**src/rtl/vga_stream_gen.sv**
```systemverilog
// Free-running VGA timing generator producing the 23-bit pixel stream (XC, YC, HS, VS, Active).
// Optional macro VGA_STREAM_FRAME_CNT_EN adds the sof pulse and 8-bit frame counter outputs.

package vga_stream_pkg;

    localparam int unsigned COORD_W = 10;

    typedef struct packed {
        logic [COORD_W-1:0] xc;
        logic [COORD_W-1:0] yc;
        logic               hs;
        logic               vs;
        logic               active;
    } vga_px_t;

endpackage

module vga_stream_gen
    import vga_stream_pkg::*;
#(
    parameter int unsigned H_ACTIVE = 800,
    parameter int unsigned H_FP     = 24,
    parameter int unsigned H_SYNC   = 72,
    parameter int unsigned H_BP     = 128,
    parameter int unsigned V_ACTIVE = 600,
    parameter int unsigned V_FP     = 1,
    parameter int unsigned V_SYNC   = 2,
    parameter int unsigned V_BP     = 22,
    parameter bit          HS_POL   = 1'b1,
    parameter bit          VS_POL   = 1'b1
) (
    input  logic        px_clk,
    input  logic        rst_n,
    input  logic        en,
    output logic [22:0] strVGA
`ifdef VGA_STREAM_FRAME_CNT_EN
    ,
    output logic        sof,
    output logic [7:0]  frame
`endif
);

    localparam int unsigned CMP_W   = COORD_W + 1;
    localparam int unsigned H_TOTAL = H_ACTIVE + H_FP + H_SYNC + H_BP;
    localparam int unsigned V_TOTAL = V_ACTIVE + V_FP + V_SYNC + V_BP;

    localparam logic [COORD_W-1:0] X_LAST = COORD_W'(H_TOTAL - 1);
    localparam logic [COORD_W-1:0] Y_LAST = COORD_W'(V_TOTAL - 1);

    localparam logic [CMP_W-1:0] H_ACT_END  = CMP_W'(H_ACTIVE);
    localparam logic [CMP_W-1:0] V_ACT_END  = CMP_W'(V_ACTIVE);
    localparam logic [CMP_W-1:0] HS_START   = CMP_W'(H_ACTIVE + H_FP);
    localparam logic [CMP_W-1:0] HS_END     = CMP_W'(H_ACTIVE + H_FP + H_SYNC);
    localparam logic [CMP_W-1:0] VS_START   = CMP_W'(V_ACTIVE + V_FP);
    localparam logic [CMP_W-1:0] VS_END     = CMP_W'(V_ACTIVE + V_FP + V_SYNC);

    // Counters are COORD_W bits wide, so a total beyond 1024 cannot be represented.
    if (H_TOTAL > 1024) begin : g_h_total_chk
        $error("vga_stream_gen: H_TOTAL exceeds 1024");
    end
    if (V_TOTAL > 1024) begin : g_v_total_chk
        $error("vga_stream_gen: V_TOTAL exceeds 1024");
    end
    if (H_TOTAL == 0 || V_TOTAL == 0) begin : g_zero_total_chk
        $error("vga_stream_gen: timing totals must be non-zero");
    end

    localparam vga_px_t PX_RESET = '{
        xc:     '0,
        yc:     '0,
        hs:     ~HS_POL,
        vs:     ~VS_POL,
        active: 1'b0
    };

    logic [COORD_W-1:0] x_q;
    logic [COORD_W-1:0] y_q;
    logic [COORD_W-1:0] x_nxt;
    logic [COORD_W-1:0] y_nxt;
    logic [CMP_W-1:0]   x_cmp;
    logic [CMP_W-1:0]   y_cmp;
    vga_px_t            px_q;
    vga_px_t            px_nxt;

    // Next raster position: x wraps at end of line and carries into y.
    always_comb begin
        x_nxt = x_q + COORD_W'(1);
        y_nxt = y_q;
        if (x_q == X_LAST) begin
            x_nxt = '0;
            y_nxt = (y_q == Y_LAST) ? '0 : y_q + COORD_W'(1);
        end
    end

    // Stream fields decoded from the current (pre-increment) position.
    always_comb begin
        x_cmp         = {1'b0, x_q};
        y_cmp         = {1'b0, y_q};
        px_nxt        = PX_RESET;
        px_nxt.xc     = x_q;
        px_nxt.yc     = y_q;
        px_nxt.active = (x_cmp < H_ACT_END) && (y_cmp < V_ACT_END);
        px_nxt.hs     = ((x_cmp >= HS_START) && (x_cmp < HS_END)) ? HS_POL : ~HS_POL;
        px_nxt.vs     = ((y_cmp >= VS_START) && (y_cmp < VS_END)) ? VS_POL : ~VS_POL;
    end

    always_ff @(posedge px_clk or negedge rst_n) begin
        if (!rst_n) begin
            x_q  <= '0;
            y_q  <= '0;
            px_q <= PX_RESET;
        end else if (en) begin
            x_q  <= x_nxt;
            y_q  <= y_nxt;
            px_q <= px_nxt;
        end
    end

    assign strVGA = px_q;

`ifdef VGA_STREAM_FRAME_CNT_EN
    logic run_q;
    logic wrap_c;

    // run_q masks the (0,0) seen right after reset, so only true frame wraps count.
    assign wrap_c = run_q && (x_q == '0) && (y_q == '0);

    always_ff @(posedge px_clk or negedge rst_n) begin
        if (!rst_n) begin
            run_q <= 1'b0;
            sof   <= 1'b0;
            frame <= '0;
        end else if (en) begin
            run_q <= 1'b1;
            sof   <= wrap_c;
            if (wrap_c) begin
                frame <= frame + 8'd1;
            end
        end
    end
`endif

endmodule
```
**config.mk**
```make
export PLATFORM = sky130hd
export DESIGN_NAME = vga_stream_gen
export DESIGN_NICKNAME = d
export VERILOG_FILES = /design/src/rtl/vga_stream_gen.sv
export SDC_FILE = /design/constraint.sdc
export NUM_CORES = 1
export LEC_CHECK = 0
export CORE_MARGIN = 2
export CORE_UTILIZATION = 45
export CTS_CLUSTER_DIAMETER = 200
export DETAILED_ROUTE_END_ITERATION = 16
export PLACE_DENSITY = 0.64
export RECOVER_POWER = 100
export SETUP_SLACK_MARGIN = 0.4
export SYNTH_ARGS = -nofsm -noshare
export SYNTH_HDL_FRONTEND = slang
export SYNTH_SLANG_ARGS = --single-unit
```
**constraint.sdc**
```tcl
create_clock -name px_clk -period 1.9 [get_ports px_clk]
set_clock_uncertainty 0.05 [all_clocks]
set_input_delay 0.38 -clock px_clk [delete_from_list [all_inputs] [get_ports px_clk]]
set_output_delay 0.38 -clock px_clk [all_outputs]
set_load 0.01 [all_outputs]
```
Word-level counts from Yosys, hierarchy flattened --
Index checks and enable logic that the tools add are counted.
Word-level totals: flip-flop bits (word level) 43, output and inout bits 23, bits of input ports 3, logic and storage cells 25, memories 0, bits in writable memories 0, bits in read-only memories 0, latch bits 0
Cells by class: $mul 0, bitwise gates (word level) 0, shift operators 0, $add $sub $neg 2, order comparisons 6, equal/unequal tests 2, divide/modulo/power cells 0, muxes and demuxes 4, reduce and logical (&&, ||, !) cells 4
Operators by type and width (count):
- $lt 10x10->1 const B | 4
- $add 10x1->10 const B | 2
- $eq 10x10->1 const B | 2
- $ge 10x10->1 const B | 2
- $mux 10 | 2
- $logic_and 1x1->1 | 3
- $mux 1 | 2
- $reduce_and 2->1 | 1

Logic depth before layout (Yosys ltp) --
Gate-level depths: netlist of run 1.
depth after elaboration 3, mapped depth 6, depth with buffers taken out 6

Worst setup path before layout of run 1 --
OpenSTA, ideal clock, no wires.
kind register to register, start register x_q[0], end register y_q[9], data required time 1.774 ns, clock period less this slack 1.682 ns, path buffers 0, path slack 0.218 ns, arrival time 1.555 ns, stages on the path, launching flop included 6, library setup time 0.076 ns, cells stage by stage dfrtp_1 -> ha_1 -> nand2_1 -> or4_1 -> or3_1 -> o21ai_1
Between the ends: cells in the longest elaborated chain, start to end 2
Ends and longest elaborated chain:
- start: declaration | line 76 | logic [COORD_W-1:0] x_q;
- start signal: assignment | line 113 | x_q <= x_nxt;
- $eq 10x10->1 | line 89 | if (x_q == X_LAST) begin
- $reduce_and 2->1 (no line)
- end signal: assignment | line 114 | y_q <= y_nxt;
- end: declaration | line 77 | logic [COORD_W-1:0] y_q;
No other way between the ends. A chain may end at the register's enable or synchronous reset.

Final worst setup path of run 1 --
start register x_q[1], end register y_q[6]
The elaborated chain is that of the path after synthesis.

==> results.yml, run 1 <==
setup_path:
  slowest_delay_ns: 0.59
  cp.required_ns: 2.03
  crit_chain: "ha_1, nand2_1, or4_4, a21oi_1, mux2i_1"
  critPathKind: "reg -> reg"
  cp_data_arrival_time_ns: 1.85
  worstRegToRegCells: 5
  crit_path_start_kind: "flop"
  worst_setup_path_end_kind: "flop"
  slowest_stage: "or4_4"
  critical_path.max_fanout: 5
logic_synthesis:
  yosysMostFrequentCell: "dfrtp_1"
  synth.top_cells.by_area: "dfrtp_1 55%, mux2_2 12%, ha_1 2.6%"
  synth_warnings: 0
  avgSynthCellArea_um2: 11.6
  synth_cell_types: 37
  syn-num-nets: 176
  syn_inst: 169
  synth_flop_cell: "dfrtp_1"
  ys_seq_area_share_pct: 55.1
  synth_edf_count: 0
  synthTopCellsByCount: "43 x dfrtp_1, 21 x mux2_2, 10 x nand2_1, 10 x nand3_1, 9 x inv_1"
  synth_top_area_share_pct: 55.1
  synth_area_um2: 1950
  synthArstFlopShare_pct: 100
  synth_largest_area_cell: "dfrtp_1"
  ys_ff_latch: 43
min_path:
  min_path_type: "in -> async"
timing:
  hold_viol_final: 0
  fmax_mhz: 581
  rsz0062_at_grt: "true"
  period_share_pct: 90.5
  setup_viol: 0
  maxSlewHeadroom_pct: 17.4
  tightest_slew_ns: 1.24
  fin_crit_ns: 1.72
  holdWs_ns: 0.273
  drv_slew: 0
drt:
  drt.antenna.violating_nets: 0
  vias: 1517
  wl_per_cell_um: 16.0
  drtPass1Iterations: 4
  drtIter0Drc: 121
  drcViolationCount: 0
  viasPerCell: 5.56
  wirelength_mm: 4.36
cells_and_area:
  finalInstanceArea_um2: 2620
  layoutNonFillerInstCount: 273
  nets: 230
  fin_util_pct: 64.0
  diodes: 0
  drive_gt1_share_pct: 34.5
  synthToLayoutAreaGrowth_pct: 33.9
floorplanning:
  die_x_um: 69.9
  rows: 23
  coreArea_um2: 4090
  io_pins: 26
  die_h_um: 69.9
  die-area_um2: 4890
  start_util_pct: 47.8
clock_tree:
  htreeDepth: 2
  path_clk_slew_ns: 0.08
  cts_tree: "built"
  cts_buffers: 5
  worstSkewPairLatency_ns: 0.30
  cts_buffer_depth: 2
  hold_buffers: 0
  clockRootBuffer: "clkbuf_8"
  clock_sinks: 43
global_routing:
  first_global_vias: 1447
  grt_max_degree: 23
  overflow: 0
  grt_pass1_wl_mm: 7.16
  antenna_found_initial: 0
  grt_use_total_pct: 18.6
placed_design:
  place.gp.congestion: 0.803
  placedCellCount: 244
  dp_hpwl_mm: 2.82
  place_area_um2: 2320
  portBuffers: 25
power:
  p_per_area_nw_per_um2: 841
  leakage_uw: 0.00128
  ir_drop_mv: 0.386
  totalPowerFinal_uw: 2200
job:
  maxCapViolCount: 0
status:
  status: "complete, no violations"
per-layer routing:
metal | wire [um] | vias up | share of wire, % | global-route usage [%]
li1 | - | 701 | - | -
met1 | 1930 | 766 | 44 | 25.4
met2 | 2110 | 42 | 48 | 28.7
met3 | 252 | 8 | 5.8 | 5.48
met4 | 72 | 0 | 1.7 | 5.77
met5 | 0 | - | 0 | 0
critical path: cells and delay by family (launching register included):
kind            cells  cell delay, ns
simple gates        2            0.71
flops               1            0.38
fa+ha+maj           1            0.18
compound gates      1            0.18
mux                 1            0.10
cell usage in the layout (no fill, tap or decap), types with 2 or more instances in the layout:
master	Yosys	final
and3_1	3	3
a21oi_1	6	5
nor3_1	2	2
clkbuf_8	0	6
inv_1	9	9
clkbuf_1	5	3
nand2_1	10	9
clkbuf_4	0	4
mux2_2	21	21
nor2_1	8	8
nand3_4	0	2
nand4_1	4	4
o22ai_1	2	2
mux2i_1	3	3
buf_4	0	21
xnor2_1	5	5
xor2_1	5	5
or3_1	2	2
dlygate4sd2_1	0	24
nand3_1	10	8
ha_1	4	4
dfrtp_2	0	9
o21ai_0	6	7
dfrtp_1	43	34
buf_12	0	2
through the flow:
| stage | TNS [ns] | worst slack (ns) |
|---|---|---|
| final | 0 | 0.180 |
| after global routing | 0 | 0.116 |
| after CTS | 0 | 0.260 |
| after detailed placement | -0.928 | -0.0873 |
| after global placement | -0.569 | -0.0807 |
| after floorplan | 0 | 0.321 |
what timing repair did:
| item | in CTS | in global routing |
|---|---|---|
| resized for setup | 39 | 13 |
| buffers inserted | 7 | 15 |
| setup endpoints to repair | 52 | 13 |
| pin swaps | 5 | 2 |
final timing paths:
check,from,to,slack (ns)
setup / recovery,x_q[1]$_DFFE_PN0P_,y_q[6]$_DFFE_PN0P_,0.18
hold / removal,rst_n,strVGA[15]$_DFFE_PN0P_,0.27
max in group asynchronous,rst_n,x_q[6]$_DFFE_PN0P_,0.70
hold reg to reg,strVGA[16]$_DFFE_PN0P_,strVGA[16]$_DFFE_PN0P_,0.45
min in group px_clk,strVGA[16]$_DFFE_PN0P_,strVGA[16]$_DFFE_PN0P_,0.45
setup reg to reg,x_q[1]$_DFFE_PN0P_,y_q[6]$_DFFE_PN0P_,0.18
registers in the layout (all words and copies together) (netlist names):
| name | count |
|---|---|
| x_q | 10 |
| strVGA | 23 |
| y_q | 10 |
kinds of logic after synthesis:
group | synth area share [%]
mux | 13.6
xor+xnor | 4.48
flops | 55.1
buf+inv | 3.65
compound gates | 6.85
fa+ha+maj | 2.56
simple gates | 13.8
where the power goes:
group / internal (uW) / switching (uW)
Sequential: 1030 / 102
Combinational: 279 / 202
Clock: 285 / 303
Total: 1590 / 607
layout make-up:
cell class,instances,area (um2)
Inverter,9,33.8
Clock buffer,6,82.6
Clock inverter,1,5.00
Multi-Input combinational cell,108,880
Tap cell,50,62.6
Timing Repair Buffer,56,465
Fill cell,338,1470
Sequential cell,43,1090
No activity file was read; power rests on OpenSTA's default activity.
==> run 2, diff against run 1 <==
--- a/config.mk
+++ b/config.mk
@@ -7,6 +7,7 @@
 export LEC_CHECK = 0
 export CORE_MARGIN = 2
 export CORE_UTILIZATION = 45
+export CTS_BUF_LIST = sky130_fd_sc_hd__clkbuf_4 sky130_fd_sc_hd__clkbuf_8 sky130_fd_sc_hd__clkbuf_16
 export CTS_CLUSTER_DIAMETER = 200
 export DETAILED_ROUTE_END_ITERATION = 16
 export PLACE_DENSITY = 0.64
==> results of run 2 <==
Final layout, timing and power as in run 1 (identical DEF).
==> run 3, diff against run 2 <==
--- a/config.mk
+++ b/config.mk
@@ -10,6 +10,7 @@
 export CTS_BUF_LIST = sky130_fd_sc_hd__clkbuf_4 sky130_fd_sc_hd__clkbuf_8 sky130_fd_sc_hd__clkbuf_16
 export CTS_CLUSTER_DIAMETER = 200
 export DETAILED_ROUTE_END_ITERATION = 16
+export GPL_TIMING_DRIVEN = 0
 export PLACE_DENSITY = 0.64
 export RECOVER_POWER = 100
 export SETUP_SLACK_MARGIN = 0.4
==> results.yml, run 3 (same netlist as run 1, synthesis figures left out) <==
min_path:
  min_path_type: "reg -> reg"
drt:
  drtPass1Iterations: 4
  wl_per_cell_um: 15.9
  drt.antenna.violating_nets: 0
  vias: 1478
  wirelength_mm: 4.24
  viasPerCell: 5.56
  drcViolationCount: 0
  drtIter0Drc: 76
timing:
  holdWs_ns: 0.456
  fin_crit_ns: 1.73
  setup_viol: 0
  hold_viol_final: 0
  fmax_mhz: 577
  drv_slew: 0
  tightest_slew_ns: 0.582
  maxSlewHeadroom_pct: 61.2
  period_share_pct: 91.2
  rsz0062_at_grt: "true"
clock_tree:
  cts_buffer_depth: 2
  htreeDepth: 2
  clock_sinks: 43
  cts_buffers: 5
  cts_tree: "built"
  path_clk_slew_ns: 0.08
  clockRootBuffer: "clkbuf_8"
  worstSkewPairLatency_ns: 0.30
cells_and_area:
  final_common_cell: "dfrtp_1"
  nets: 222
  final_cell_mix: "35 x dfrtp_1, 24 x dlygate4sd2_1, 21 x mux2_2, 10 x buf_4"
  drive_gt1_share_pct: 37.0
  diodes: 0
  largest_reg_flops: 23
  fin_util_pct: 63.7
  synthToLayoutAreaGrowth_pct: 33.3
setup_path:
  slowest_delay_ns: 0.48
  cp_data_arrival_time_ns: 1.87
  crit_family: "buffers and inverters"
  critical_path_buf_inv_count: 3
  critical_path.max_fanout: 10
  cp.required_ns: 2.04
  crit_path_start_kind: "input port"
  critPathKind: "in -> reg"
  slowest_stage: "clkbuf_1"
  crit_chain: "dlygate4sd2_1, clkbuf_1, clkbuf_4, mux2_2"
  worst_setup_path_end_kind: "flop"
job:
  maxCapViolCount: 0
power:
  ir_drop_mv: 0.508
  leakage_uw: 0.00125
  totalPowerFinal_uw: 2160
  p_per_area_nw_per_um2: 828
floorplanning:
  die-area_um2: 4890
  die_h_um: 69.9
  die_x_um: 69.9
  coreArea_um2: 4090
  start_util_pct: 47.8
  rows: 23
  io_pins: 26
placed_design:
  dp_hpwl_mm: 2.76
  portBuffers: 25
  place.gp.congestion: 0.842
global_routing:
  first_global_vias: 1544
  antenna_found_initial: 0
  grt_max_degree: 25
  overflow: 0
  grt_use_total_pct: 19.0
  grt_pass1_wl_mm: 7.27
status:
  status: "complete, no violations"
==> run 3: cell count changes in the layout (fill, tap and decap cells not counted), moves of 2 or more <==
cell / previous run / this run
buf_4: 21 / 10
a21oi_1: 5 / 2
a21oi_2: 1 / 4
buf_6: 1 / 4
inv_1: 9 / 7
inv_2: 0 / 2
nand2_1: 9 / 7
nand2_4: 0 / 2
o21ai_0: 7 / 5
==> run 3: metal layers <==
metal | routed length (um) | part of all wire [%] | vias to the layer above | GRT usage, %
met5 | 0 | 0 | - | 0
met4 | 52 | 1.2 | 0 | 7.48
met3 | 162 | 3.8 | 4 | 5.63
met2 | 2060 | 48 | 33 | 29.8
met1 | 1970 | 46 | 746 | 24.7
li1 | - | - | 695 | -
==> run 3: final cells by class <==
class / instances / area [um2]
multi-input combinational: 108 / 922
inverter: 9 / 33.8
timing repair buffer: 39 / 329
tap: 50 / 62.6
clock inverter: 2 / 12.5
buffer: 9 / 82.6
clock buffer: 6 / 76.3
fill: 328 / 1480
sequential: 43 / 1090
==> run 3: report_power, final <==
| part | switching (uW) | leakage [uW] | internal, uW |
|---|---|---|---|
| combinational | 199 | 0.000682 | 251 |
| clock | 317 | 0.0000446 | 271 |
| sequential | 89.6 | 0.000526 | 1030 |
==> run 3: worst paths after layout <==
check	slack, ns	end	cells after the start	from
min in group asynchronous	0.50	y_q[7]$_DFFE_PN0P_	2	rst_n
max in group asynchronous	0.36	x_q[3]$_DFFE_PN0P_	3	rst_n
worst max-delay path	0.17	strVGA[13]$_DFFE_PN0P_	4	en
worst min-delay path	0.46	strVGA[17]$_DFFE_PN0P_	1	strVGA[17]$_DFFE_PN0P_
worst max register to register	0.22	x_q[0]$_DFFE_PN0P_	5	x_q[0]$_DFFE_PN0P_
worst min register to register	0.46	strVGA[17]$_DFFE_PN0P_	1	strVGA[17]$_DFFE_PN0P_
==> run 3: per-stage QoR <==
step           cells  setup WS [ns]  cell area, um2  setup TNS (ns)
3_5_place_dp     245         -0.405            2300           -8.05
6_report         266          0.167            2610               0
4_1_cts          260          0.245            2540               0
3_3_place_gp     244         -0.663            2280          -36.41
5_1_grt          266         0.0699            2610               0
2_1_floorplan    169          0.321            1970               0
==> run 3: repair_timing <==
action,in CTS,in global routing
pin swaps,4,8
hold endpoints to repair,15,0
setup endpoints to repair,62,18
setup buffers,6,6
hold buffers,1,0
resized for setup,56,25
